### src/rtl/ball_paddle_engine_if.sv
// Game-engine bus: tick strobe and buttons in, paddle/ball coordinates, lives and state out.
// master drives the tick and buttons; slave is the engine.
interface ball_paddle_engine_if #(
  parameter int unsigned X_W = 11,
  parameter int unsigned Y_W = 10
);
  logic           tick;
  logic           btn_left;
  logic           btn_right;
  logic           btn_serve;
  logic [X_W-1:0] paddle_x;
  logic [Y_W-1:0] paddle_y;
  logic [X_W-1:0] ball_x;
  logic [Y_W-1:0] ball_y;
  logic [2:0]     lives;
  logic [1:0]     state;
  logic           hit;
  logic           miss;

  modport master (
    output tick, btn_left, btn_right, btn_serve,
    input  paddle_x, paddle_y, ball_x, ball_y, lives, state, hit, miss
  );

  modport slave (
    input  tick, btn_left, btn_right, btn_serve,
    output paddle_x, paddle_y, ball_x, ball_y, lives, state, hit, miss
  );
endinterface

### src/rtl/ball_paddle_engine.sv
// Breakout engine: paddle, ball with signed velocity, wall and paddle bounces, lives, game FSM.
// State advances only on clk edges where the per-frame tick strobe is high.
module ball_paddle_engine #(
  parameter int unsigned SCREEN_W    = 1440,
  parameter int unsigned SCREEN_H    = 900,
  parameter int unsigned X_W         = 11,
  parameter int unsigned Y_W         = 10,
  parameter int unsigned PADDLE_W    = 140,
  parameter int unsigned PADDLE_Y    = 850,
  parameter int unsigned PADDLE_STEP = 10,
  parameter int unsigned BALL_SIZE   = 10,
  parameter int unsigned BALL_VX     = 4,
  parameter int unsigned BALL_VY     = 4,
  parameter int unsigned LIVES       = 3
) (
  input logic                 clk,
  input logic                 rst_n,
  ball_paddle_engine_if.slave bus
);
  localparam int unsigned XS = X_W + 2;
  localparam int unsigned YS = Y_W + 2;

  localparam logic [1:0] ST_IDLE  = 2'b00;
  localparam logic [1:0] ST_SERVE = 2'b01;
  localparam logic [1:0] ST_PLAY  = 2'b10;
  localparam logic [1:0] ST_OVER  = 2'b11;

  localparam logic [X_W-1:0] PX_MAX     = X_W'(SCREEN_W - PADDLE_W);
  localparam logic [X_W-1:0] PX_INIT    = X_W'((SCREEN_W - PADDLE_W) / 2);
  localparam logic [X_W-1:0] STEP       = X_W'(PADDLE_STEP);
  localparam logic [X_W-1:0] PARK_OFS   = X_W'(PADDLE_W / 2 - BALL_SIZE / 2);
  localparam logic [X_W-1:0] BX_MAX     = X_W'(SCREEN_W - BALL_SIZE);
  localparam logic [Y_W-1:0] PARK_Y     = Y_W'(PADDLE_Y - BALL_SIZE);
  localparam logic [Y_W-1:0] PADDLE_ROW = Y_W'(PADDLE_Y);
  localparam logic [2:0]     LIVES_INIT = 3'(LIVES);

  localparam logic signed [XS-1:0] ZERO_X   = '0;
  localparam logic signed [YS-1:0] ZERO_Y   = '0;
  localparam logic signed [XS-1:0] VX_POS   = XS'(BALL_VX);
  localparam logic signed [XS-1:0] VX_NEG   = -VX_POS;
  localparam logic signed [YS-1:0] VY_POS   = YS'(BALL_VY);
  localparam logic signed [YS-1:0] VY_NEG   = -VY_POS;
  localparam logic signed [XS-1:0] BX_MAX_S = XS'(SCREEN_W - BALL_SIZE);
  localparam logic signed [XS-1:0] BSZ_X    = XS'(BALL_SIZE);
  localparam logic signed [XS-1:0] BHALF_X  = XS'(BALL_SIZE / 2);
  localparam logic signed [XS-1:0] PW_X     = XS'(PADDLE_W);
  localparam logic signed [XS-1:0] THIRD_LO = XS'(PADDLE_W / 3);
  localparam logic signed [XS-1:0] THIRD_HI = XS'(PADDLE_W - PADDLE_W / 3);
  localparam logic signed [YS-1:0] BSZ_Y    = YS'(BALL_SIZE);
  localparam logic signed [YS-1:0] PY_S     = YS'(PADDLE_Y);
  localparam logic signed [YS-1:0] BY_MAX_S = YS'(SCREEN_H - BALL_SIZE);

  logic [X_W-1:0]        px_q, px_d, bx_q, bx_d;
  logic [Y_W-1:0]        by_q, by_d;
  logic signed [XS-1:0]  vx_q, vx_d;
  logic signed [YS-1:0]  vy_q, vy_d;
  logic [2:0]            lives_q, lives_d;
  logic [1:0]            state_q, state_d;
  logic                  hit_q, hit_d, miss_q, miss_d;
  logic                  serve_prev_q, serve_prev_d;

  logic                  serve_edge;
  logic [X_W:0]          px_sum;
  logic [X_W-1:0]        px_new, park_x, nxc;
  logic signed [XS-1:0]  nx, nxc_s, px_s, rel, vx_wall;
  logic signed [YS-1:0]  ny, by_s;
  logic                  hit_c;

  assign serve_edge = bus.btn_serve & ~serve_prev_q;

  // Paddle moves only while a ball is in hand or in flight.
  always_comb begin
    px_new = px_q;
    px_sum = {1'b0, px_q} + {1'b0, STEP};
    if (state_q == ST_SERVE || state_q == ST_PLAY) begin
      if (bus.btn_left && !bus.btn_right) begin
        px_new = (px_q >= STEP) ? px_q - STEP : '0;
      end else if (bus.btn_right && !bus.btn_left) begin
        px_new = (px_sum >= {1'b0, PX_MAX}) ? PX_MAX : px_sum[X_W-1:0];
      end
    end
  end

  assign park_x = px_new + PARK_OFS;

  // Ball step: horizontal wall clamp first, then vertical and paddle tests use the clamped x.
  always_comb begin
    nx      = $signed({2'b00, bx_q}) + vx_q;
    ny      = $signed({2'b00, by_q}) + vy_q;
    by_s    = $signed({2'b00, by_q});
    px_s    = $signed({2'b00, px_new});
    vx_wall = vx_q;
    nxc     = nx[X_W-1:0];
    if (nx <= ZERO_X) begin
      nxc     = '0;
      vx_wall = VX_POS;
    end else if (nx >= BX_MAX_S) begin
      nxc     = BX_MAX;
      vx_wall = VX_NEG;
    end
    nxc_s = $signed({2'b00, nxc});
    rel   = nxc_s + BHALF_X - px_s;
    hit_c = (vy_q > ZERO_Y) && (by_s + BSZ_Y <= PY_S) && (ny + BSZ_Y >= PY_S) &&
            (nxc_s + BSZ_X > px_s) && (nxc_s < px_s + PW_X);
  end

  always_comb begin
    px_d         = px_q;
    bx_d         = bx_q;
    by_d         = by_q;
    vx_d         = vx_q;
    vy_d         = vy_q;
    lives_d      = lives_q;
    state_d      = state_q;
    serve_prev_d = serve_prev_q;
    hit_d        = 1'b0;
    miss_d       = 1'b0;
    if (bus.tick) begin
      serve_prev_d = bus.btn_serve;
      px_d         = px_new;
      case (state_q)
        ST_IDLE: begin
          bx_d = park_x;
          by_d = PARK_Y;
          if (serve_edge) state_d = ST_SERVE;
        end
        ST_SERVE: begin
          bx_d = park_x;
          by_d = PARK_Y;
          if (serve_edge) begin
            state_d = ST_PLAY;
            vx_d    = VX_POS;
            vy_d    = VY_NEG;
          end
        end
        ST_PLAY: begin
          bx_d = nxc;
          vx_d = vx_wall;
          if (ny <= ZERO_Y) begin
            by_d = '0;
            vy_d = VY_POS;
          end else if (hit_c) begin
            by_d  = PARK_Y;
            vy_d  = VY_NEG;
            hit_d = 1'b1;
            if (rel < THIRD_LO) vx_d = VX_NEG;
            else if (rel >= THIRD_HI) vx_d = VX_POS;
          end else if (ny >= BY_MAX_S) begin
            miss_d = 1'b1;
            bx_d   = park_x;
            by_d   = PARK_Y;
            if (lives_q > 3'd1) begin
              lives_d = lives_q - 3'd1;
              state_d = ST_SERVE;
            end else begin
              lives_d = '0;
              state_d = ST_OVER;
            end
          end else begin
            by_d = ny[Y_W-1:0];
          end
        end
        default: begin
          if (serve_edge) begin
            state_d = ST_IDLE;
            lives_d = LIVES_INIT;
          end
        end
      endcase
    end
  end

  always_ff @(posedge clk) begin
    if (!rst_n) begin
      px_q         <= PX_INIT;
      bx_q         <= PX_INIT + PARK_OFS;
      by_q         <= PARK_Y;
      vx_q         <= VX_POS;
      vy_q         <= VY_NEG;
      lives_q      <= LIVES_INIT;
      state_q      <= ST_IDLE;
      hit_q        <= 1'b0;
      miss_q       <= 1'b0;
      serve_prev_q <= 1'b0;
    end else begin
      px_q         <= px_d;
      bx_q         <= bx_d;
      by_q         <= by_d;
      vx_q         <= vx_d;
      vy_q         <= vy_d;
      lives_q      <= lives_d;
      state_q      <= state_d;
      hit_q        <= hit_d;
      miss_q       <= miss_d;
      serve_prev_q <= serve_prev_d;
    end
  end

  assign bus.paddle_x = px_q;
  assign bus.paddle_y = PADDLE_ROW;
  assign bus.ball_x   = bx_q;
  assign bus.ball_y   = by_q;
  assign bus.lives    = lives_q;
  assign bus.state    = state_q;
  assign bus.hit      = hit_q;
  assign bus.miss     = miss_q;
endmodule

### src/flat_wrapper.sv
// flat-port wrapper written by rule: the top's interface ports become plain ports
module ball_paddle_engine_flat 
#(
  parameter int unsigned SCREEN_W    = 1440,
  parameter int unsigned SCREEN_H    = 900,
  parameter int unsigned X_W         = 11,
  parameter int unsigned Y_W         = 10,
  parameter int unsigned PADDLE_W    = 140,
  parameter int unsigned PADDLE_Y    = 850,
  parameter int unsigned PADDLE_STEP = 10,
  parameter int unsigned BALL_SIZE   = 10,
  parameter int unsigned BALL_VX     = 4,
  parameter int unsigned BALL_VY     = 4,
  parameter int unsigned LIVES       = 3
)
  (clk, rst_n, bus_tick, bus_btn_left, bus_btn_right, bus_btn_serve, bus_paddle_x, bus_paddle_y, bus_ball_x, bus_ball_y, bus_lives, bus_state, bus_hit, bus_miss);
  ball_paddle_engine_if #(.X_W(X_W), .Y_W(Y_W)) bus_i ();
  input logic clk;
  input logic rst_n;
  input wire logic [$bits(bus_i.tick)-1:0] bus_tick;
  input wire logic [$bits(bus_i.btn_left)-1:0] bus_btn_left;
  input wire logic [$bits(bus_i.btn_right)-1:0] bus_btn_right;
  input wire logic [$bits(bus_i.btn_serve)-1:0] bus_btn_serve;
  output wire logic [$bits(bus_i.paddle_x)-1:0] bus_paddle_x;
  output wire logic [$bits(bus_i.paddle_y)-1:0] bus_paddle_y;
  output wire logic [$bits(bus_i.ball_x)-1:0] bus_ball_x;
  output wire logic [$bits(bus_i.ball_y)-1:0] bus_ball_y;
  output wire logic [$bits(bus_i.lives)-1:0] bus_lives;
  output wire logic [$bits(bus_i.state)-1:0] bus_state;
  output wire logic [$bits(bus_i.hit)-1:0] bus_hit;
  output wire logic [$bits(bus_i.miss)-1:0] bus_miss;
  assign bus_i.tick = bus_tick;
  assign bus_i.btn_left = bus_btn_left;
  assign bus_i.btn_right = bus_btn_right;
  assign bus_i.btn_serve = bus_btn_serve;
  assign bus_paddle_x = bus_i.paddle_x;
  assign bus_paddle_y = bus_i.paddle_y;
  assign bus_ball_x = bus_i.ball_x;
  assign bus_ball_y = bus_i.ball_y;
  assign bus_lives = bus_i.lives;
  assign bus_state = bus_i.state;
  assign bus_hit = bus_i.hit;
  assign bus_miss = bus_i.miss;
  ball_paddle_engine #(.SCREEN_W(SCREEN_W), .SCREEN_H(SCREEN_H), .X_W(X_W), .Y_W(Y_W), .PADDLE_W(PADDLE_W), .PADDLE_Y(PADDLE_Y), .PADDLE_STEP(PADDLE_STEP), .BALL_SIZE(BALL_SIZE), .BALL_VX(BALL_VX), .BALL_VY(BALL_VY), .LIVES(LIVES)) u_core (.clk(clk), .rst_n(rst_n), .bus(bus_i));
endmodule
### config.mk
export PLATFORM = sky130hd
export DESIGN_NAME = ball_paddle_engine_flat
export DESIGN_NICKNAME = d
export VERILOG_FILES = /design/src/rtl/ball_paddle_engine_if.sv /design/src/rtl/ball_paddle_engine.sv /design/src/flat_wrapper.sv
export SDC_FILE = /design/constraint.sdc
export NUM_CORES = 1
export LEC_CHECK = 0
export CORE_ASPECT_RATIO = 1.75
export CORE_UTILIZATION = 63
export DETAILED_ROUTE_END_ITERATION = 10
export PLACE_DENSITY = 0.95
export SLEW_MARGIN = 40
export SYNTH_ARGS = -nofsm -noshare
export SYNTH_HDL_FRONTEND = slang
export SYNTH_SLANG_ARGS = --single-unit
### constraint.sdc
create_clock -name clk -period 11.3 [get_ports clk]
set_input_delay 1.13 -clock clk [delete_from_list [all_inputs] [get_ports clk]]
set_output_delay 1.13 -clock clk [all_outputs]
set_load 0.03 [all_outputs]
; Word-level counts from Yosys, hierarchy flattened
; Index checks and enable logic that the tools add are counted.
; Widths: inputs -> output; s select.
[totals]
regBits = 65
output_inout_bits = 49
[op_classes]
n_reduce_logical = 21
bitwise = 6
addsub = 12
order_cmp = 14
n_mux = 43
eq_ne = 8
[op_table]
columns = cell, count
row1 = $mux 11, 10
row2 = $mux 13, 7
row3 = $ge 12x11->1 const B, 3
row4 = $mux 12, 3
row5 = $mux 10, 3
row6 = $pmux 13 s2, 1
row7 = $add 11x4->12 const B, 2
row8 = $pmux 12 s2, 1
row9 = $pmux 11 s2, 1
row10 = $pmux 10 s2, 1
row11 = $mux 3, 5
row12 = $mux 2, 7
row13 = $add 12x13->13, 1
row14 = $ge 13x12->1 const B, 1
row15 = $ge 13x8->1 const B, 1
row16 = $gt 13x12->1, 1
row17 = $le 13x1->1 const B, 1
row18 = $lt 12x13->1, 1
row19 = $lt 13x7->1 const B, 1
row20 = $sub 13x12->13, 1
row21 = $add 11x12->12, 1
row22 = $add 11x3->12 const B, 1
row23 = $add 11x8->12 const B, 1
row24 = $add 12x5->12 const B, 1
row25 = other kinds (32), 48

; Logic depth before layout (Yosys ltp)
; Gate-level depths: netlist (run 1).
[depth]
depth_word = 13
depth_mapped = 29
ltp_nobuf = 29

; Least setup slack after synthesis (run 1)
; Ideal clock, no wire load.
[synth_timing]
path_kind = flip-flop to flip-flop
startpoint = register u_core.bx_q[0], in the netlist u_core.bus.ball_x[0]
endpoint = register u_core.vx_q[0]
synth_period_minus_slack_ns = 6.173
t_required_ns = 11.240
path_stages_with_launch = 26
path_slack_ns = 5.127
arrival_time_ns = 6.113
setup_time_ns = 0.060
cell_sequence = dfxtp_1 -> ha_1 -> fa_1 -> a21o_1 -> a21oi_1 -> xor2_1 -> a21oi_1 -> o311a_1 -> o21bai_1 -> nor2b_1 -> nand2_1 -> inv_1 -> ha_1 -> ha_1 -> nor2b_1 -> o21a_1 -> o21a_1 -> o21ai_0 -> a21oi_1 -> or4b_2 -> a32oi_1 -> o211ai_1 -> or3b_2 -> nand3_1 -> a31o_2 -> and3_1
[synth_between]
elab_chain_len = 12
word_cells_on_any_way = 21
[synth_lines]
columns = item, line_no
row1 = "start, declared", ball_paddle_engine.sv:53  ; logic [X_W-1:0] px_q, px_d, bx_q, bx_d;
row2 = "start signal, assigned", ball_paddle_engine.sv:176  ; bx_q <= PX_INIT + PARK_OFS;
row3 = $add 12x13->13 (*), ball_paddle_engine.sv:88  ; nx = $signed({2'b00, bx_q}) + vx_q;
row4 = $ge 13x12->1, ball_paddle_engine.sv:97  ; end else if (nx >= BX_MAX_S) begin
row5 = $mux 11, ball_paddle_engine.sv:97
row6 = $mux 11, ball_paddle_engine.sv:94  ; if (nx <= ZERO_X) begin
row7 = $add 11x3->12, ball_paddle_engine.sv:102  ; rel = nxc_s + BHALF_X - px_s;
row8 = $sub 13x12->13, ball_paddle_engine.sv:102
row9 = $ge 13x8->1, ball_paddle_engine.sv:147  ; else if (rel >= THIRD_HI) vx_d = VX_POS;
row10 = $mux 13, ball_paddle_engine.sv:147
row11 = $mux 13, ball_paddle_engine.sv:146  ; if (rel < THIRD_LO) vx_d = VX_NEG;
row12 = $mux 13, ball_paddle_engine.sv:142  ; end else if (hit_c) begin
row13 = $mux 13 (*), ball_paddle_engine.sv:139  ; if (ny <= ZERO_Y) begin
row14 = $pmux 13 s2 (*), ball_paddle_engine.sv:121  ; case (state_q)
row15 = "end signal, assigned", ball_paddle_engine.sv:189  ; vx_q <= vx_d;
row16 = "end, declared", ball_paddle_engine.sv:55  ; logic signed [XS-1:0] vx_q, vx_d;
; Every way passes the cells marked *; elsewhere a longest branch is shown, timed or not.
; A chain may end at the register's enable or synchronous reset.

; Worst setup path after layout (run 1)
[layout_timing]
startpoint = register u_core.bx_q[0], in the netlist u_core.bus.ball_x[0]
endpoint = register u_core.vx_q[5]
; Same word-level chain as after synthesis.

==> results.py, run 1 <==
metrics = {
    "placed_design": {
        "io_buffers": 42,
        "gp_congestion": 1.00,
        "hpwlAfterDp_um": 14400,
    },
    "grt": {
        "antenna_found_initial": 0,
        "grt_pass1_vias": 6456,
        "grt_pass1_wl_um": 31000,
        "grt_usage_pct": 36.9,
        "grt_max_degree": 48,
        "overflow": 0,
    },
    "synth": {
        "synth_compound_area_share_pct": 31.3,
        "synthesis.area_um2": 6400,
        "synthFlopType": "dfxtp_1",
        "synthAdderAreaFrac_pct": 14.2,
        "synth_edf_count": 0,
        "synthMuxAreaShare_pct": 1.72,
        "ys_seq_elements": 52,
        "syn_inst": 856,
        "seq_area_frac_synth_pct": 16.3,
        "synthSimpleGateAreaFrac_pct": 23.0,
        "synthDistinctLibCells": 80,
        "synth_top_family_by_area": "compound AO/OA/AOI/OAI gates",
        "synth_xor_area_share_pct": 6.98,
        "ys.warnings.count": 0,
        "async_flop_share_pct": 0,
        "synth.avg_cell_area_um2": 7.48,
    },
    "worst_setup_path": {
        "r2r_cells": 28,
        "timing.rr.end": "u_core.vx_q[5]",
        "crit_path_start": "u_core.bus.ball_x[0]",
        "r2r-start": "u_core.bus.ball_x[0]",
        "arrival_ps": 7480,
        "critPathLaunchType": "register",
        "critPathMaxStageDelay_ps": 700,
        "crit_type": "reg -> reg",
        "r2r_slack_ps": 4010,
        "required_ps": 11490,
        "cp-end-kind": "register",
        "endpoint": "u_core.vx_q[5]",
        "crit_path_max_fanout": 10,
        "cpMaxStageDelayCell": "o21bai_1",
    },
    "cts": {
        "post_cts_buffers": 0,
        "clock_sinks": 52,
        "cts_hold_buf": 0,
        "clk_latency_ps": 300,
        "clockBufferDepth": 2,
        "cts.repair.resized": 0,
        "cts_tree": "done",
        "cts_root_buffer": "clkbuf_16",
        "path_clk_slew_ps": 70,
        "htreeDepth": 2,
        "numCtsBuffers": 5,
    },
    "floorplan": {
        "die_area_um2": 10600,
        "dieHeight_um": 135,
        "num_io_pins": 55,
        "rows": 48,
        "die_x_um": 78.2,
        "core-area_um2": 9850,
        "start_util_pct": 65.0,
    },
    "timing": {
        "hold_viol": 0,
        "slew_headroom_pct": 45.5,
        "layout_min_cycle_time_ps": 7290,
        "fin_tns_setup_ps": 0,
        "fin_skew_ps": 6.69,
        "slew_violations": 0,
        "finalCritPeriodShare_pct": 64.6,
        "max_clock_freq_ghz": 0.137,
        "setup_violations": 0,
        "rsz0062_at_grt": "false",
        "worst_slew_pin_slew_ps": 816,
    },
    "worst_hold_path": {
        "hp-start": "u_core.vx_q[2]",
        "hold_path_class": "reg -> reg",
    },
    "routing": {
        "wl_per_cell_um": 19.4,
        "vias": 6781,
        "m1WireLength_um": 6850,
        "viasPerCell": 6.86,
        "drc": 0,
        "route.top_layer_used": "met4",
        "postRouteAntennaNets": 0,
        "met2_length_um": 9710,
        "first_pass_iters": 6,
        "drt-total-wl_um": 19200,
        "wl_met3_um": 1290,
        "drt_iter0_drc": 600,
    },
    "final_layout": {
        "layout_common_cells": "nand2_1 (91), ha_1 (68), nor2_1 (61)",
        "drive_gt1_share_pct": 4.87,
        "fillCellCount": 795,
        "fin_nets": 939,
        "multi_input_area_um2": 5020,
        "regArea_um2": 1040,
        "syn2layout_area_growth_pct": 8.58,
        "antenna_cells": 0,
        "final_common_cell": "nand2_1",
    },
    "power_and_ir_drop": {
        "irDropWorstVdd_uv": 68.0,
        "leakage_nw": 2.89,
        "power_density_nw_per_um2": 114,
        "total_power_uw": 789,
    },
    "run": {
        "max_cap_violations": 0,
    },
    "outcome": {
        "status": "completed",
    },
}
## sequential cells by signal, indices dropped and copies added, names as in the netlist
name                 count
u_core.bus.paddle_x     11
u_core.vy_q              1
u_core.bus.miss          1
u_core.vx_q             13
u_core.bus.hit           1
u_core.bus.lives         3
u_core.bus.ball_y        8
u_core.serve_prev_q      1
u_core.bus.state         2
u_core.bus.ball_x       11
## cells by family (layout without fill, tap and decap cells)
kind of cell | Yosys count | count (layout)
and+or+nand+nor | 298 | 298
AOI/OAI and AO/OA | 281 | 281
buffers and inverters | 90 | 87
adders and majority gates | 71 | 71
DFF | 52 | 52
xor gates and xnor gates | 51 | 51
muxes | 11 | 11
other | 2 | 12
## per-stage QoR
stage	instances	hold WS [ps]	setup WS (ps)	instance area, µm²	utilization, %
floorplan	866	419	5130	6440	-
global placement	980	442	4070	6750	68.6
detailed placement	980	449	4250	6760	68.6
CTS	988	466	4220	6930	70.3
global route	988	492	3530	6950	70.6
finish	988	473	4010	6950	70.6
## routing by layer
| metal | vias up | global-route usage (%) |
|---|---|---|
| li1 | 3173 | - |
| met1 | 3120 | 40.2 |
| met4 | 0 | 25.4 |
| met5 | - | 0 |
| met3 | 113 | 4.18 |
| met2 | 375 | 65.6 |
## where the power goes
group | total [mW] | switching, mW | internal [mW]
Sequential | 0.203 | 0.0133 | 0.190
Clock | 0.182 | 0.0761 | 0.106
Combinational | 0.404 | 0.253 | 0.151
## worst max-delay path: cells and delay by family (launching register included)
family | cells | cell delay (ps)
AOI/OAI and AO/OA | 14 | 3550
xor gates and xnor gates | 2 | 740
adders and majority gates | 4 | 1260
buffers and inverters | 1 | 190
DFF | 1 | 340
and+or+nand+nor | 7 | 1070
## worst min path at each step
stage	to	depth (start not counted)	slack, ps
2_1_floorplan	u_core.vx_q[2]	1	420
3_3_place_gp	u_core.vx_q[2]	1	440
3_5_place_dp	u_core.vx_q[2]	1	450
4_1_cts	u_core.vx_q[2]	1	470
5_1_grt	u_core.vx_q[2]	1	490
6_report	u_core.vx_q[2]	1	470
## synthesized netlist by cell type, drive strengths merged (11+ instances only)
master / n / area (µm²)
and2: 15 / 93.8
xor2: 19 / 166
a21o: 18 / 135
o311a: 11 / 110
o21ai: 61 / 309
nand2: 91 / 342
ha: 68 / 851
mux2i: 11 / 110
nor2b: 13 / 81.3
o211ai: 13 / 97.6
xnor2: 32 / 280
nor2: 62 / 240
o21a: 14 / 105
nor3: 20 / 100
a21oi: 55 / 279
a31oi: 13 / 100
inv: 34 / 128
nand2b: 14 / 87.6
a211oi: 12 / 95.1
dfxtp: 52 / 1040
buf: 29 / 178
nand3: 23 / 115
clkbuf: 26 / 97.6
## final cells by class
| cell class | count | area share (%) |
|---|---|---|
| Inverter | 35 | 1.89 |
| Clock buffer | 6 | 1.85 |
| Sequential cell | 52 | 15.0 |
| Multi-Input combinational cell | 724 | 72.3 |
| Clock inverter | 2 | 0.558 |
| Timing Repair Buffer | 44 | 6.19 |
| Tap cell | 125 | 2.25 |
Power figures use the tool's default switching activity.
==> inputs of run 2 (changes only) <==
--- a/config.mk
+++ b/config.mk
@@ -6,9 +6,9 @@
 export NUM_CORES = 1
 export LEC_CHECK = 0
 export CORE_ASPECT_RATIO = 1.75
-export CORE_UTILIZATION = 63
+export CORE_UTILIZATION = 60
 export DETAILED_ROUTE_END_ITERATION = 10
-export PLACE_DENSITY = 0.95
+export PLACE_DENSITY = 0.93
 export SLEW_MARGIN = 40
 export SYNTH_ARGS = -nofsm -noshare
 export SYNTH_HDL_FRONTEND = slang
==> constraint.sdc (replaced) <==
create_clock -name clk -period 7 [get_ports clk]
set_input_delay 0.7 -clock clk [delete_from_list [all_inputs] [get_ports clk]]
set_output_delay 0.7 -clock clk [all_outputs]
set_load 0.03 [all_outputs]
==> run 2 against run 1 <==
Sequential share of layout area is 0.19 points lower. Total power up 60%. Setup slack got worse by 3800 ps. Wire length is 2.3% higher. Die area is 4.9% higher. Sequential cell count unchanged. Final area rose by 1.3%. Critical path depth unchanged. Critical path type unchanged. Highest routed layer unchanged.
==> results.py, run 2 (synthesis results as in run 1) <==
metrics = {
    "cts": {
        "htreeDepth": 2,
        "clockBufferDepth": 2,
        "numCtsBuffers": 5,
        "cts_tree": "done",
        "cts_root_buffer": "clkbuf_16",
        "clk_latency_ps": 300,
        "clock_sinks": 52,
        "path_clk_slew_ps": 80,
        "post_cts_buffers": 0,
    },
    "routing": {
        "postRouteAntennaNets": 0,
        "wl_per_cell_um": 19.6,
        "drc": 0,
        "first_pass_iters": 7,
        "drt_iter0_drc": 591,
        "drt-total-wl_um": 19600,
        "viasPerCell": 6.95,
        "vias": 6961,
    },
    "worst_setup_path": {
        "cpMaxStageDelayCell": "a211o_2",
        "arrival_ps": 6960,
        "crit_path_max_fanout": 9,
        "r2r_cells": 28,
        "critPathLaunchType": "register",
        "required_ps": 7190,
        "cp-end-kind": "register",
        "critPathMaxStageDelay_ps": 460,
        "crit_type": "reg -> reg",
    },
    "final_layout": {
        "syn2layout_area_growth_pct": 9.95,
        "largest_reg_flops": 13,
        "final_util_pct": 68.3,
        "regMostFlops": "u_core.vx_q",
        "antenna_cells": 0,
        "design_area_um2": 7040,
        "fin_nets": 951,
        "layout_common_cells": "nand2_1 (91), ha_1 (68), nor2_1 (61)",
        "drive_gt1_share_pct": 6.63,
        "final_common_cell": "nand2_1",
        "fin_cells": 1002,
    },
    "floorplan": {
        "core-area_um2": 10300,
        "die_area_um2": 11100,
        "dieHeight_um": 139,
        "start_util_pct": 62.1,
        "num_io_pins": 55,
        "die_x_um": 80.1,
        "rows": 49,
    },
    "grt": {
        "antenna_found_initial": 0,
        "grt_pass1_vias": 6648,
        "overflow": 0,
        "grt_pass1_wl_um": 31400,
        "grt_max_degree": 48,
        "grt_usage_pct": 35.6,
    },
    "timing": {
        "worst_slew_pin_slew_ps": 868,
        "layout_min_cycle_time_ps": 6760,
        "slew_violations": 0,
        "slew_headroom_pct": 42.1,
        "hold_viol": 0,
        "setup_violations": 0,
        "max_clock_freq_ghz": 0.148,
        "fin_skew_ps": 6.18,
        "finalCritPeriodShare_pct": 96.6,
    },
    "power_and_ir_drop": {
        "clkPwrFrac_pct": 21.0,
        "seqPwrFrac_pct": 25.9,
        "intPower_uw": 699,
        "irDropWorstVdd_uv": 114,
        "leakage_nw": 2.94,
        "p_sw_share_pct": 44.5,
        "comb_power_share_pct": 53.1,
        "p_switching_uw": 561,
        "power_density_nw_per_um2": 179,
    },
    "outcome": {
        "status": "completed",
    },
    "worst_hold_path": {
        "hold_depth": 2,
        "hold_path_class": "reg -> reg",
    },
    "run": {
        "max_cap_violations": 0,
    },
    "placed_design": {
        "gp_congestion": 1.05,
        "postPlaceCellArea_um2": 6840,
        "io_buffers": 42,
        "placedCellCount": 994,
        "hpwlAfterDp_um": 14600,
    },
}
run 2: cell types whose count changed in the layout (fill, tap and decap cells not counted), sizes merged:
cell,change
clkinv,+1
clkbuf,-1
buf,+12
bufinv,-1
clkinvlp,+1
run 2: layer usage:
| layer | share of wire [%] | global-route usage [%] | wire (µm) |
|---|---|---|---|
| met5 | 0 | 0 | 0 |
| met4 | 7.5 | 25.3 | 1460 |
| met3 | 7.2 | 4.47 | 1420 |
| met2 | 50 | 61.8 | 9860 |
| met1 | 35 | 38.6 | 6860 |
run 2: final timing paths:
kind / startpoint / endpoint / slack (ps)
max: u_core.bus.ball_x[0] / u_core.vx_q[8] / 240
max reg2reg: u_core.bus.ball_x[0] / u_core.vx_q[8] / 240
min: u_core.bus.paddle_x[0] / u_core.bus.paddle_x[0] / 480
min reg2reg: u_core.bus.paddle_x[0] / u_core.bus.paddle_x[0] / 480
run 2: through the flow:
| stage | hold WS, ps | setup TNS (ps) | worst slack, ps | power (mW) |
|---|---|---|---|---|
| floorplan | 419 | 0 | 827 | 0.810 |
| global placement | 439 | 0 | 369 | 0.956 |
| detailed placement | 448 | 0 | 218 | 0.971 |
| CTS | 470 | 0 | 115 | 1.23 |
| global route | 488 | -889 | -105 | 1.33 |
| finish | 480 | 0 | 237 | 1.26 |
run 2: worst max-delay path, delay by kind of cell (launching register included):
kind / cells / cell delay [ps]
adder cells (fa/ha/maj): 4 / 1180
AND/OR/NAND/NOR: 5 / 570
buffers and inverters: 1 / 220
AO/OA/AOI/OAI: 17 / 4140
XOR/XNOR: 1 / 190
flip-flops: 1 / 340
run 2: area by class of cell:
class / count / area (µm²)
sequential: 52 / 1040
inverter: 35 / 131
fill: 844 / 3260
clock buffer: 5 / 125
tap: 127 / 159
clock inverter: 3 / 27.5
multi-input combinational: 724 / 5030
timing repair buffer: 56 / 520
run 2: repair_timing:
action | 4_1_cts | 5_1_grt
resized for setup | 0 | 12
setup endpoints to repair | 0 | 35
hold endpoints to repair | 0 | 0
hold buffers | 0 | 0
run 2: power groups by stage:
stage	sequential, mW	clock [mW]	combinational (mW)
CTS	0.325	0.262	0.644
global placement	0.331	0	0.624
finish	0.326	0.265	0.669
global route	0.327	0.275	0.726
floorplan	0.339	0	0.471
detailed placement	0.332	0	0.639
==> inputs of run 3 (changes only) <==
--- a/config.mk
+++ b/config.mk
@@ -8,6 +8,7 @@
 export CORE_ASPECT_RATIO = 1.75
 export CORE_UTILIZATION = 60
 export DETAILED_ROUTE_END_ITERATION = 10
+export GPL_ROUTABILITY_DRIVEN = 0
 export PLACE_DENSITY = 0.93
 export SLEW_MARGIN = 40
 export SYNTH_ARGS = -nofsm -noshare
==> run 3 against run 2 <==
Combinational power is 3.4% higher. Clock-buffer cell count rose by 1. Clock skew up 3.9 ps. Sequential power hardly changed. Largest cell class unchanged.
==> results.py, run 3 (synthesis results as in run 1) <==
metrics = {
    "worst_hold_path": {
        "min_to": "u_core.bus.paddle_x[0]",
        "hold_depth": 2,
        "hold_path_class": "reg -> reg",
        "hp-start": "u_core.bus.paddle_x[0]",
    },
    "routing": {
        "first_pass_iters": 6,
        "viasPerCell": 7.14,
        "drt_iter0_drc": 672,
        "wl_per_cell_um": 20.3,
        "drt-total-wl_um": 20500,
        "vias": 7185,
        "drc": 0,
        "postRouteAntennaNets": 0,
    },
    "outcome": {
        "status": "completed",
    },
    "grt": {
        "grt_max_degree": 48,
        "grt_pass1_wl_um": 32900,
        "grt_pass1_vias": 6917,
        "antenna_found_initial": 0,
        "grt_usage_pct": 37.7,
        "overflow": 0,
    },
    "timing": {
        "layout_min_cycle_time_ps": 6660,
        "worst_slew_pin_slew_ps": 798,
        "max_clock_freq_ghz": 0.150,
        "setup_violations": 0,
        "fin_tns_setup_ps": 0,
        "slew_violations": 0,
        "slew_headroom_pct": 45.4,
        "fin_skew_ps": 10.1,
        "finalCritPeriodShare_pct": 95.2,
        "hold_viol": 0,
    },
    "worst_setup_path": {
        "timing.rr.end": "u_core.vx_q[1]",
        "r2r-start": "u_core.bus.ball_x[0]",
        "cp-end-kind": "register",
        "critPathLaunchType": "register",
        "crit_path_max_fanout": 6,
        "crit_type": "reg -> reg",
        "r2r_slack_ps": 340,
        "path_common_cell": "ha_1",
        "required_ps": 7240,
        "r2r_cells": 28,
        "cpMaxStageDelayCell": "or4b_2",
        "critPathMaxStageDelay_ps": 650,
        "arrival_ps": 6910,
    },
    "cts": {
        "clk_latency_ps": 310,
        "post_cts_buffers": 0,
        "cts_root_buffer": "clkbuf_16",
        "cts.repair.resized": 0,
        "clockBufferDepth": 2,
        "cts_hold_buf": 0,
        "cts_tree": "done",
        "path_clk_slew_ps": 70,
        "clock_sinks": 52,
        "numCtsBuffers": 5,
        "htreeDepth": 2,
    },
    "final_layout": {
        "final_common_cell": "nand2_1",
        "fin_nets": 955,
        "fin_cells": 1006,
        "largest_reg_flops": 13,
        "layout_common_cells": "nand2_1 (90), ha_1 (68), nor2_1 (61)",
        "design_area_um2": 7090,
        "regMostFlops": "u_core.vx_q",
        "syn2layout_area_growth_pct": 10.7,
        "antenna_cells": 0,
        "drive_gt1_share_pct": 7.05,
        "final_util_pct": 68.8,
    },
    "floorplan": {
        "start_util_pct": 62.1,
        "core-area_um2": 10300,
        "rows": 49,
        "num_io_pins": 55,
        "die_area_um2": 11100,
        "die_x_um": 80.1,
        "dieHeight_um": 139,
    },
    "placed_design": {
        "io_buffers": 42,
        "postPlaceCellArea_um2": 6860,
        "placedCellCount": 997,
        "hpwlAfterDp_um": 14800,
    },
    "power_and_ir_drop": {
        "leakage_nw": 2.96,
        "total_power_mw": 1.28,
        "power_density_nw_per_um2": 181,
        "irDropWorstVdd_uv": 159,
    },
    "run": {
        "max_cap_violations": 0,
    },
}
[run 3: cell types whose count changed in the layout (fill, tap and decap cells not counted), sizes merged]
cell and delta:
buf +4, clkbuf +1, clkinvlp -1
[run 3: area by class of cell]
class / count / area, µm²
repair buffers: 60 / 551
clock buffers: 6 / 129
well taps: 127 / 159
flip-flops and latches: 52 / 1040
inverters: 35 / 131
fillers: 815 / 3210
multi-input cells: 724 / 5060
clock inverters: 2 / 13.8
[run 3: routing by layer]
metal	vias to the layer above	part of all wire, %	track usage [%]
met1	3314	33	38.6
met5	-	0	0
li1	3206	-	-
met2	480	50	63.5
met4	0	8.7	29.8
met3	185	8.4	9.08
[run 3: how the worst max path moves through the flow]
| stage | cells past startpoint | to | from | slack (ps) |
|---|---|---|---|---|
| 2_1_floorplan | 25 | u_core.vx_q[0] | u_core.bus.ball_x[0] | 830 |
| 3_3_place_gp | 28 | u_core.vx_q[2] | u_core.bus.ball_x[0] | 440 |
| 3_5_place_dp | 28 | u_core.vx_q[2] | u_core.bus.ball_x[0] | 260 |
| 4_1_cts | 28 | u_core.vx_q[1] | u_core.bus.ball_x[0] | 200 |
| 5_1_grt | 28 | u_core.vx_q[2] | u_core.bus.ball_x[0] | -70 |
| 6_report | 28 | u_core.vx_q[1] | u_core.bus.ball_x[0] | 340 |
[run 3: per-stage QoR]
stage               hold WS, ps  setup slack, ps
finish                      470              337
detailed placement          459              259
floorplan                   419              827
CTS                         469              199
global placement            435              436
global route                489            -71.3
[run 3: worst max-delay path, delay by kind of cell (launching register included)]
kind,cells,cell delay (ps)
compound gates,14,2790
simple gates,8,1910
fa+ha+maj,4,1190
flops,1,330
xor+xnor,1,200
buf+inv,1,170
[run 3: report_power, final]
| group | internal [mW] | switching, mW | total [mW] | leakage, nW |
|---|---|---|---|---|
| Combinational | 0.263 | 0.429 | 0.692 | 2.46 |
| Sequential | 0.306 | 0.0206 | 0.327 | 0.423 |
| Clock | 0.134 | 0.131 | 0.265 | 0.0712 |
==> RTL edit 1, RTL diff (settings of run 1) <==
Make the reset (`rst_n`) asynchronous in one clocked block.
--- a/src/rtl/ball_paddle_engine.sv
+++ b/src/rtl/ball_paddle_engine.sv
@@ -171,5 +171,5 @@
   end
 
-  always_ff @(posedge clk) begin
+  always_ff @(posedge clk or negedge rst_n) begin
     if (!rst_n) begin
       px_q         <= PX_INIT;
Function: differs if rst_n is asserted again (counterexample within 4 cycles, from zero or initial values and one cycle with rst_n low); with rst_n held inactive, the same outputs for 4 cycles.
==> RTL edit 1 against run 1 <==
Hold slack improved by 13 ps. Synthesized area is 2.1% higher. Setup slack got worse by 270 ps. Routed wire length is 1.2% higher. Sequential cell count is the same. Cell area increased by 2.6%. Fmax fell by 3.5%. Synthesized cell count down 4.0%. Largest cell class unchanged.
Power is left out: the tool's default activity adds up to more than one toggle a clock period on the data nets, which glitch-free logic cannot reach.
==> RTL edit 1: results (changes against run 1) <==
Hold EP: u_core.bus.ball_x[6]$_DFFE_PN1P_ (was u_core.vx_q[2]$_SDFFE_PN1P_)
Port Buf Inserts: 42 (unchanged)
FF-to-FF Start: u_core.bus.ball_x[0]$_DFFE_PN1P_ (was u_core.bus.ball_x[0]$_SDFFE_PN1P_)
Post-DP HPWL: 14700 um (was 14400 um)
routability cong.: 1.07 (was 1.00)
sequential fraction of the synthesis area: 0.203 (was 0.163)
routed vias: 6576 (was 6781)
GRT met1 Usage: 0.383 (was 0.402)
largest net degree at the start of global routing: 53 (was 48)
clk_skew: 6.70 ps (was 6.69 ps)
Max clock buf depth: 2 (unchanged)
total CTS buffers: 5 (unchanged)
grt met3 use: 0.0453 (was 0.0418)
initial antenna violation count: 0 (unchanged)
reg-to-reg endpoint: u_core.vx_q[10]$_DFFE_PN0P_ (was u_core.vx_q[5]$_SDFFE_PN0P_)
worst slew pin tran: 888 ps (was 816 ps)
clock root buffer: clkbuf_16 (unchanged)
first-pass iteration count of the detailed router: 5 (was 6)
min-delay src: u_core.bus.ball_x[6]$_DFFE_PN1P_ (was u_core.vx_q[2]$_SDFFE_PN1P_)
Reg with most FFs: u_core.vx_q (unchanged)
CP max stage cell: o32ai_1 (was o21bai_1)
Yosys cell types: 87 (was 80)
Area contributors post-synth: dfrtp_1, ha_1, dfstp_2 (was dfxtp_1, ha_1, nand2_1)
CP startpoint: u_core.bus.ball_x[0]$_DFFE_PN1P_ (was u_core.bus.ball_x[0]$_SDFFE_PN1P_)
number of synthesized flops with an enable pin: 0 (unchanged)
reg2reg path depth: 25 (was 28)
most frequent cells after synthesis: nor2_1, ha_1, o21ai_0 (was nand2_1, ha_1, nor2_1)
initial DRC count: 391 (was 600)
overall routed net length: 19400 um (was 19200 um)
number of global-route vias before repair: 6348 (was 6456)
global-route wire length before repair: 30700 um (was 31000 um)
fraction of layout cells with a size suffix above 1: 0.0960 (was 0.0487)
WP data arrival: 7780 ps (was 7480 ps)
fmax: 132 MHz (was 137 MHz)
register-to-register setup slack: 3740 ps (was 4010 ps)
Async SR Flop Fraction: 1.00 (was 0)
Worst-path clk slew: 70 ps (about the same)
Max FO, Critical Path: 13 (was 10)
crit path to: u_core.vx_q[10]$_DFFE_PN0P_ (was u_core.vx_q[5]$_SDFFE_PN0P_)
nets: 920 (was 939)
gr usage total: 0.366 (was 0.369)
# fillers: 787 (was 795)
met2 GRT Util: 0.659 (was 0.656)
status: completed (unchanged)
hold depth: 2 (was 1)
-- RTL edit 1: changes by cell type after synthesis, moves of 10 or more --
cell,before,now
o21ai_1,1,11
o311a_1,11,1
nand3_1,23,11
nand2_1,91,58
dfrtp_1,0,34
buf_2,13,2
and2_1,15,5
nor3_1,20,31
inv_1,34,51
dfxtp_1,52,0
dfstp_2,0,18
-- RTL edit 1: cell type report --
type	instances	area share
inverters	52	0.0274
multi-input cells	685	0.681
well taps	125	0.0219
clock inverters	3	0.00316
flip-flops and latches	52	0.186
repair buffers	47	0.0636
clock buffers	5	0.0176
-- RTL edit 1: stage by stage --
step / instances / area (um^2) / setup WS (ps) / hold WS (ps) / util
6_report: 969 / 7130 / 3740 / 486 / 0.715
5_1_grt: 969 / 7130 / 3340 / 498 / 0.715
4_1_cts: 969 / 7110 / 3930 / 487 / 0.713
3_5_place_dp: 961 / 6960 / 3960 / 475 / 0.698
3_3_place_gp: 961 / 6950 / 3990 / 473 / 0.697
2_1_floorplan: 832 / 6570 / 4970 / 468 / -
-- RTL edit 1: worst min-delay path: stages, from the launching register on --
cell and delay (ps):
dfstp_2 390, nand2_1 50, o21ai_1 50
-- RTL edit 1: logic make-up (layout without fill, tap and decap cells) --
group / Yosys count / after routing / share of synthesized area
other: 2 / 12 / 0.00115
AND/OR/NAND/NOR: 267 / 267 / 0.210
XOR/XNOR: 48 / 48 / 0.0643
AO/OA/AOI/OAI: 269 / 269 / 0.288
adder cells (fa/ha/maj): 71 / 71 / 0.139
buffers and inverters: 95 / 107 / 0.0653
multiplexers: 18 / 18 / 0.0285
flip-flops: 52 / 52 / 0.203
-- RTL edit 1: routing by layer --
metal	wire (um)	share of wire	vias to the layer above
met3	1210	0.063	117
met5	0	0	-
met1	6830	0.35	3082
met2	9850	0.51	356
met4	1500	0.077	0
li1	-	-	3021
==> RTL edit 2, RTL diff (settings of run 1) <==
Without the edit above. `Y_W` is set to 10 in 3 places; all go to 8.
--- a/src/rtl/ball_paddle_engine_if.sv
+++ b/src/rtl/ball_paddle_engine_if.sv
@@ -3,5 +3,5 @@
 interface ball_paddle_engine_if #(
   parameter int unsigned X_W = 11,
-  parameter int unsigned Y_W = 10
+  parameter int unsigned Y_W = 8
 );
   logic           tick;
--- a/src/rtl/ball_paddle_engine.sv
+++ b/src/rtl/ball_paddle_engine.sv
@@ -5,5 +5,5 @@
   parameter int unsigned SCREEN_H    = 900,
   parameter int unsigned X_W         = 11,
-  parameter int unsigned Y_W         = 10,
+  parameter int unsigned Y_W         = 8,
   parameter int unsigned PADDLE_W    = 140,
   parameter int unsigned PADDLE_Y    = 850,
--- a/src/flat_wrapper.sv
+++ b/src/flat_wrapper.sv
@@ -5,5 +5,5 @@
   parameter int unsigned SCREEN_H    = 900,
   parameter int unsigned X_W         = 11,
-  parameter int unsigned Y_W         = 10,
+  parameter int unsigned Y_W         = 8,
   parameter int unsigned PADDLE_W    = 140,
   parameter int unsigned PADDLE_Y    = 850,
Ports: changed (resized bus_ball_y and bus_paddle_y); port bits go from 55 to 51. The function was not compared with the original's and may differ.
==> RTL edit 2 against run 1 <==
Non-clock buffer count decreased by 2. Critical path depth decreased by 14. Routed wire length decreased by 34%. Sequential cell count decreased by 14. Sequential power decreased by 24%. Clock power decreased by 34%. Fmax increased by 67%. Synthesized area decreased by 38%. Cell area decreased by 36%. Setup slack improved by 2900 ps. Total power decreased by 46%. Critical endpoint is now u_core.bus.ball_x[4]$_SDFFE_PN0P_. Largest power group is now registers. Highest routed layer unchanged.
==> RTL edit 2: results (changes against run 1) <==
initial antenna violation count: 0 (unchanged)
fraction of layout cells with a size suffix above 1: 0.0579 (was 0.0487)
routability cong.: 1.06 (was 1.00)
Max FO, Critical Path: 10 (unchanged)
Worst-path clk slew: 70 ps (about the same)
global-route wire length before repair: 19400 um (was 31000 um)
Inst Count DP: 626 (was 980)
Rel. slew slack: 0.396 (was 0.455)
postcts setup bufs: 0 (unchanged)
first-pass iteration count of the detailed router: 5 (was 6)
CP top delay family: compound AO/OA/AOI/OAI gates (unchanged)
Mapped Avg Cell Area: 7.42 um^2 (was 7.48 um^2)
clock root buffer: clkbuf_8 (was clkbuf_16)
total CTS buffers: 5 (unchanged)
Yosys cell types: 83 (was 80)
nets: 587 (was 939)
Port Buf Inserts: 39 (was 42)
Avg Vias per Cell: 6.80 (was 6.86)
dominant synthesized flop cell: dfxtp_1 (unchanged)
wire length per cell: 19.9 um (was 19.4 um)
Worst Hold Class: flip-flop to flip-flop (unchanged)
clk_lat worst skew: 300 ps (about the same)
Clock H-tree levels: 2 (unchanged)
Placed Area: 4320 um^2 (was 6760 um^2)
PostCTS Resize Cnt: 0 (unchanged)
routed vias: 4306 (was 6781)
Area contributors post-synth: dfxtp_1, ha_1, a21oi_1 (was dfxtp_1, ha_1, nand2_1)
Max Transition Viols Final: 0 (unchanged)
Lkg Pwr: 1.76 nW (was 2.89 nW)
largest net degree at the start of global routing: 39 (was 48)
post-synth top area share: 0.191 (was 0.163)
CP max stage delay: 570 ps (was 700 ps)
Yosys warning total: 0 (unchanged)
status: completed (unchanged)
most frequent cells after synthesis: nand2_1, a21oi_1, nor2_1 (was nand2_1, ha_1, nor2_1)
number of global-route vias before repair: 4196 (was 6456)
Async SR Flop Fraction: 0 (unchanged)
sequential fraction of the synthesis area: 0.191 (was 0.163)
Max clock buf depth: 2 (unchanged)
WP data arrival: 4600 ps (was 7480 ps)
number of synthesized flops with an enable pin: 0 (unchanged)
Post-DP HPWL: 9580 um (was 14400 um)
CP max stage cell: dfxtp_1 (was o21bai_1)
Antenna Cells: 0 (unchanged)
gr usage total: 0.394 (was 0.369)
maximum vdd drop: 0.0556 mV (was 0.0680 mV)
initial DRC count: 341 (was 600)
setup violators final: 0 (unchanged)
clk_skew: 5.15 ps (was 6.69 ps)
==> RTL edit 2: changes by cell type after synthesis, moves of 14 or more <==
cell / delta
ha_1: -41
xnor2_1: -25
inv_1: -14
o21ai_0: -21
nor2_1: -21
nand2_1: -36
dfxtp_1: -14
==> RTL edit 2: per-layer routing <==
layer | up-vias | track usage | routed length [um]
li1 | 2014 | - | -
met1 | 2008 | 0.364 | 4370
met2 | 212 | 0.692 | 6600
met3 | 72 | 0.0651 | 583
met4 | 0 | 0.335 | 1070
met5 | - | 0 | 0
==> RTL edit 2: logic make-up after synthesis <==
logic type      Yosys count  synth area share
xor+xnor                 17            0.0393
compound gates          188             0.338
fa+ha+maj                28            0.0899
simple gates            198             0.259
flops                    38             0.191
buf+inv                  61            0.0708
mux                       4            0.0104
other cells               2           0.00189
==> RTL edit 2: final timing paths <==
path,slack [ps],cells past startpoint,end,from
setup / recovery,6920,14,u_core.bus.ball_x[4]$_SDFFE_PN0P_,u_core.bus.paddle_x[2]$_SDFFE_PN0P_
hold / removal,480,1,u_core.vx_q[2]$_SDFFE_PN1P_,u_core.vx_q[2]$_SDFFE_PN1P_
setup reg to reg,6920,14,u_core.bus.ball_x[4]$_SDFFE_PN0P_,u_core.bus.paddle_x[2]$_SDFFE_PN0P_
hold reg to reg,480,1,u_core.vx_q[2]$_SDFFE_PN1P_,u_core.vx_q[2]$_SDFFE_PN1P_
==> RTL edit 2: per-stage QoR <==
| step | setup slack (ps) | util | hold slack, ps |
|---|---|---|---|
| CTS | 7160 | 0.723 | 468 |
| detailed placement | 7140 | 0.704 | 450 |
| global route | 6690 | 0.724 | 475 |
| finish | 6920 | 0.724 | 480 |
| global placement | 7200 | 0.704 | 444 |
| floorplan | 8000 | - | 419 |
==> RTL edit 2: final cells by class <==
cell class	count	area, um^2
clock buffers	6	82.6
clock inverters	1	30.0
fillers	461	1700
inverters	20	75.1
multi-input cells	446	2980
flip-flops and latches	38	761
well taps	80	100
repair buffers	42	413
==> RTL edit 2: report_power, final <==
part | internal (mW) | total [mW] | switching (mW) | leakage (nW)
sequential | 0.141 | 0.155 | 0.0147 | 0.311
combinational | 0.0546 | 0.151 | 0.0959 | 1.39
clock | 0.0706 | 0.120 | 0.0499 | 0.0573
total | 0.266 | 0.427 | 0.160 | 1.76
